### src/rtl/ropuf_eval_ctrl.sv
// Ring-oscillator PUF evaluation sequencer: clears, windows, settles and
// compares each RO pair in turn, assembling the N_PAIRS-bit response word.
module ropuf_eval_ctrl #(
    parameter int N_PAIRS       = 128,
    parameter int CNT_W         = 16,
    parameter int WIN_CYCLES    = 4096,
    parameter int SETTLE_CYCLES = 16,
    parameter int SEL_W         = $clog2(N_PAIRS)
) (
    input  logic                           clk,
    input  logic                           reset,
    input  logic                           start,
    input  logic [CNT_W-1:0]               ro_cnt_a,
    input  logic [CNT_W-1:0]               ro_cnt_b,
    output logic [SEL_W-1:0]               ro_sel,
    output logic                           ro_en,
    output logic                           cnt_clr,
    output logic                           busy,
    output logic                           done,
    output logic [N_PAIRS-1:0]             key,
    output logic                           key_valid,
    output logic [$clog2(N_PAIRS+1)-1:0]   tie_cnt
);

    localparam int TIE_W = $clog2(N_PAIRS + 1);
    localparam int WIN_W = $clog2(WIN_CYCLES + 1);
    localparam int SET_W = $clog2(SETTLE_CYCLES + 1);

    localparam logic [2:0] S_IDLE   = 3'd0;
    localparam logic [2:0] S_CLR    = 3'd1;
    localparam logic [2:0] S_RUN    = 3'd2;
    localparam logic [2:0] S_SETTLE = 3'd3;
    localparam logic [2:0] S_CMP    = 3'd4;
    localparam logic [2:0] S_FIN    = 3'd5;

    logic [2:0]         r_state;
    logic [WIN_W-1:0]   r_win;
    logic [SET_W-1:0]   r_set;
    logic [SEL_W-1:0]   r_sel;
    logic [N_PAIRS-1:0] r_key;
    logic [TIE_W-1:0]   r_tie;
    logic               r_busy;
    logic               r_key_valid;

    logic w_a_gt_b;
    logic w_tie;
    logic w_last;

    // Raw unsigned compare; counter wrap is deliberately not detected.
    assign w_a_gt_b = (ro_cnt_a > ro_cnt_b);
    assign w_tie    = (ro_cnt_a == ro_cnt_b);
    assign w_last   = (r_sel == SEL_W'(N_PAIRS - 1));

    always_ff @(posedge clk) begin
        if (reset) begin
            r_state     <= S_IDLE;
            r_win       <= '0;
            r_set       <= '0;
            r_sel       <= '0;
            r_key       <= '0;
            r_tie       <= '0;
            r_busy      <= 1'b0;
            r_key_valid <= 1'b0;
        end else begin
            unique case (r_state)
                S_IDLE: begin
                    if (start) begin
                        r_state     <= S_CLR;
                        r_busy      <= 1'b1;
                        r_key_valid <= 1'b0;
                        r_key       <= '0;
                        r_tie       <= '0;
                        r_sel       <= '0;
                    end
                end
                S_CLR: begin
                    r_state <= S_RUN;
                    r_win   <= WIN_W'(WIN_CYCLES - 1);
                end
                S_RUN: begin
                    if (r_win == '0) begin
                        r_state <= S_SETTLE;
                        r_set   <= SET_W'(SETTLE_CYCLES - 1);
                    end else begin
                        r_win <= r_win - WIN_W'(1);
                    end
                end
                S_SETTLE: begin
                    if (r_set == '0) begin
                        r_state <= S_CMP;
                    end else begin
                        r_set <= r_set - SET_W'(1);
                    end
                end
                S_CMP: begin
                    r_key[r_sel] <= w_a_gt_b;
                    if (w_tie) begin
                        r_tie <= r_tie + TIE_W'(1);
                    end
                    if (w_last) begin
                        r_state <= S_FIN;
                    end else begin
                        r_sel   <= r_sel + SEL_W'(1);
                        r_state <= S_CLR;
                    end
                end
                S_FIN: begin
                    r_key_valid <= 1'b1;
                    r_busy      <= 1'b0;
                    r_state     <= S_IDLE;
                end
                default: begin
                    r_state <= S_IDLE;
                end
            endcase
        end
    end

    assign ro_en     = (r_state == S_RUN);
    assign cnt_clr   = (r_state == S_CLR);
    assign done      = (r_state == S_FIN);
    assign ro_sel    = r_sel;
    assign busy      = r_busy;
    assign key       = r_key;
    assign key_valid = r_key_valid;
    assign tie_cnt   = r_tie;

endmodule

### config.mk
export PLATFORM = sky130hd
export DESIGN_NAME = ropuf_eval_ctrl
export DESIGN_NICKNAME = d
export VERILOG_FILES = /design/src/rtl/ropuf_eval_ctrl.sv
export SDC_FILE = /design/constraint.sdc
export NUM_CORES = 1
export LEC_CHECK = 0
export ABC_AREA = 0
export ABC_CLOCK_PERIOD_IN_PS = 2800
export CORE_MARGIN = 5
export CORE_UTILIZATION = 45
export CTS_BUF_LIST = sky130_fd_sc_hd__clkbuf_8
export DETAILED_ROUTE_END_ITERATION = 16
export GPL_ROUTABILITY_DRIVEN = 1
export HOLD_SLACK_MARGIN = 0.15
export PLACE_DENSITY = 0.76
export SETUP_SLACK_MARGIN = 0.15
export SYNTH_ARGS = -nofsm -noshare
export SYNTH_HDL_FRONTEND = slang
export SYNTH_SLANG_ARGS = --single-unit
### constraint.sdc
create_clock -name clk -period 2.8 [get_ports clk]
set_clock_uncertainty 0.05 [all_clocks]
set_input_delay 0.28 -clock clk [delete_from_list [all_inputs] [get_ports clk]]
set_output_delay 0.28 -clock clk [all_outputs]
set_load 0.005 [all_outputs]
==> results.yml, run 1 <==
outcome:
  status: "completed"
layout:
  area_growth_syn_to_layout_pct: 30.81
  nets: 1170
  final_cell_area_um2: 10650
  fillers: 1596
  diodes: 0
  layout-drive-gt1-share: 0.09849
run:
  cap_violations: 0
sta:
  relSlewSlack: 0.4389
  layout_min_cycle_time_ns: 2.399
  holdWs_ns: 0.4162
  tightest_slew_ns: 0.8347
  finalSetupTns_ns: 0
  hold_viol: 0
  fin_crit_sh: 0.8566
  finalSetupViolations: 0
  rsz0062_at_grt: "no"
  drv_slew: 0
  clock.fmax_ghz: 0.4169
clocking:
  cts.clk_slew.worst_paths_ns: 0.08
  cts.root.buffer_cell: "clkbuf_8"
  post_cts.repair.setup_buffers: 0
  cts_tree: "done"
  worstSkewPairLatency_ns: 0.47
  ctsLongestPathBuffers: 2
  clock_sinks: 166
  cts_htree_levels: 4
  cts_made_buffers: 17
die:
  dieWidth_um: 144.5
  design.die.area_um2: 20880
  start_util: 0.4548
  pin_count: 183
  dieHeight_um: 144.5
  rows: 49
  core_um2: 17900
logic_synthesis:
  syn_area_per_cell_um2: 8.419
  async_flop_share: 0
  yosys.area_share.simple: 0.3017
  synth_compound_area_frac: 0.1772
  synth.distinct_cells: 66
  yosys_warnings: 0
  synth-edff-count: 0
  synth.cell_area_um2: 8142
  synth_nets: 1023
  synthFlopType: "dfxtp_1"
  yosysSeqAreaShare: 0.4082
  yosys-mux-area-fraction: 0.001229
  synth_xor_area_frac: 0.01614
  synth_top_family_by_area: "simple AND/OR/NAND/NOR gates"
  synth-seq-cells: 166
  synthCells: 967
  synth-adder-area-share: 0.03227
power:
  p_leak_uw: 0.003489
  finalPower_uw: 4877
  peakVddDrop_mv: 0.3879
  power_density_nw_per_um2: 458.0
hold_path:
  hp-start: "key_valid"
  hold_path_class: "flip-flop to flip-flop"
  hold_path_depth: 2
  hold_end: "key_valid"
detailed_routing:
  drtAntennaViolNets: 0
  drtPass1Iterations: 5
  drt_first_iter_violations: 894
  drc: 0
  viasPerCell: 6.011
  via_count: 8151
  routedWlPerCell_um: 18.67
  drt_wl_total_um: 25320
grt:
  grt_pass1_wl_um: 39630
  grt_remaining_overflow: 0
  antenna_found_initial: 0
  grt_pass1_vias: 7432
  grt_usage: 0.2362
  grt_max_degree: 75
placement:
  port_buffers: 182
  dp_hpwl_um: 16570
  gp_congestion: 0.8673
  dpl-instance-area_um2: 10240
critical_path:
  endpoint_kind: "primary output"
  ff2ff_path_depth: 5
  critPathLaunchType: "flip-flop"
  path_class: "flip-flop to primary output"
  critPathMaxFanout: 15
  r2r_start: "r_state[1]"
  cp-startpoint: "r_state[2]"
  r2r_end: "key[100]"
  critical_path_arrival_ns: 2.07
  r2r_slack_ns: 0.46
  crit_required_ns: 2.47
-- Yosys cell counts (4+ instances only) --
library cell    n  area (um^2)
a211oi_1        9        67.56
a21o_1          4        30.03
a21oi_1        27        135.1
a32o_1         25        250.2
and3_1          7        43.79
and3b_1         4        35.03
buf_2          31        155.2
clkbuf_1       59        221.5
dfxtp_1       166         3323
ha_1           21        262.8
inv_1          25        93.84
nand2_1       112        420.4
nand3_1       154        770.7
nand4_1        30        187.7
nor2_1         31        116.4
nor2b_1         9        56.30
nor3_1         45        225.2
nor3b_2         5        62.56
nor4_1          5        31.28
nor4_4          4        85.08
o211ai_1        9        67.56
o21ai_0         7        35.03
o22ai_1        46        287.8
o41ai_1        52        455.4
or3_1           9        56.30
xnor2_1         9        78.83
xor2_1          6        52.55
-- sequential cells by signal (all words and copies together) (netlist names) --
name / cells
key: 128
r_win: 13
tie_cnt: 8
ro_sel: 7
r_set: 5
r_state: 3
busy: 1
key_valid: 1
-- layer usage --
metal,share of wire,global-route usage
met1,0.44,0.3222
met2,0.47,0.3726
met3,0.071,0.05423
met4,0.018,0.07413
met5,0,0
-- power by group --
part,leakage [uW],switching [uW],internal [uW],total (uW)
clock,0.000201,982,777,1760
sequential,0.00134,48.1,2400,2450
combinational,0.00195,426,246,672
-- stage by stage --
| stage | worst slack, ns | instances | util |
|---|---|---|---|
| after floorplan | 0.7125 | 967 | - |
| after global placement | 0.1319 | 1323 | 0.5721 |
| after CTS | 0.3010 | 1356 | 0.5949 |
| after global routing | 0.2182 | 1356 | 0.5949 |
| final | 0.4014 | 1356 | 0.5949 |
| after detailed placement | 0.07796 | 1323 | 0.5721 |
-- logic make-up (layout without fill, tap and decap cells) --
| family | after synthesis | after routing |
|---|---|---|
| AO/OA/AOI/OAI | 190 | 190 |
| buffers and inverters | 122 | 282 |
| AND/OR/NAND/NOR | 452 | 452 |
| multiplexers | 1 | 1 |
| flip-flops | 166 | 166 |
| adder cells (fa/ha/maj) | 21 | 21 |
| XOR/XNOR | 15 | 15 |
-- layout make-up --
class,instances,area (um^2),share of cell area
flip-flops and latches,166,3324,0.3121
clock buffers,19,261.5,0.02455
clock inverters,13,135.1,0.01269
repair buffers,225,2217,0.2082
inverters,25,93.84,0.008811
well taps,229,286.5,0.02690
multi-input cells,679,4332,0.4067
-- placed cells by master, fill, tap and decap left out, types with 3 or more instances in the layout --
cell	Yosys	layout
clkdlybuf4s50_1	0	181
dfxtp_1	166	165
nand3_1	154	154
nand2_1	112	112
o41ai_1	52	52
o22ai_1	46	46
nor3_1	45	44
buf_4	2	36
nor2_1	31	30
nand4_1	30	30
a21oi_1	27	27
a32o_1	25	25
inv_1	25	24
ha_1	21	21
clkbuf_8	0	19
nor2b_1	9	9
or3_1	9	9
o211ai_1	9	9
xnor2_1	9	9
a211oi_1	9	9
o21ai_0	7	7
and3_1	7	7
xor2_1	6	6
buf_12	0	6
nor3b_2	5	5
nor4_4	4	5
nor4_1	5	5
a21o_1	4	4
and3b_1	4	4
clkinv_4	0	4
inv_6	0	4
nand3b_1	3	3
nor4b_1	3	3
-- critical path, cell delays in order (launching register included) --
cell and delay [ns]:
dfxtp_1 0.66, nand2b_1 0.34, inv_2 0.13, clkdlybuf4s50_1 0.47
-- worst max path at each step --
stage	end	slack, ns	cells after the start
floorplan	key[80]	0.71	9
CTS	cnt_clr	0.30	4
global placement	tie_cnt[0]	0.13	7
detailed placement	tie_cnt[0]	0.08	7
global route	cnt_clr	0.22	4
finish	cnt_clr	0.40	3
-- what timing repair did --
action	4_1_cts	5_1_grt
setup endpoints to repair	1	1
gates resized for setup	1	1
hold endpoints to repair	2	0
hold buffers	1	0
Note: power is estimated with default switching activity, not from simulation.
==> inputs of run 2 (changes only) <==
- CTS_CLUSTER_SIZE: not set -> 28
==> results of run 2 <==
Final layout, timing and power as in run 1 (identical DEF).
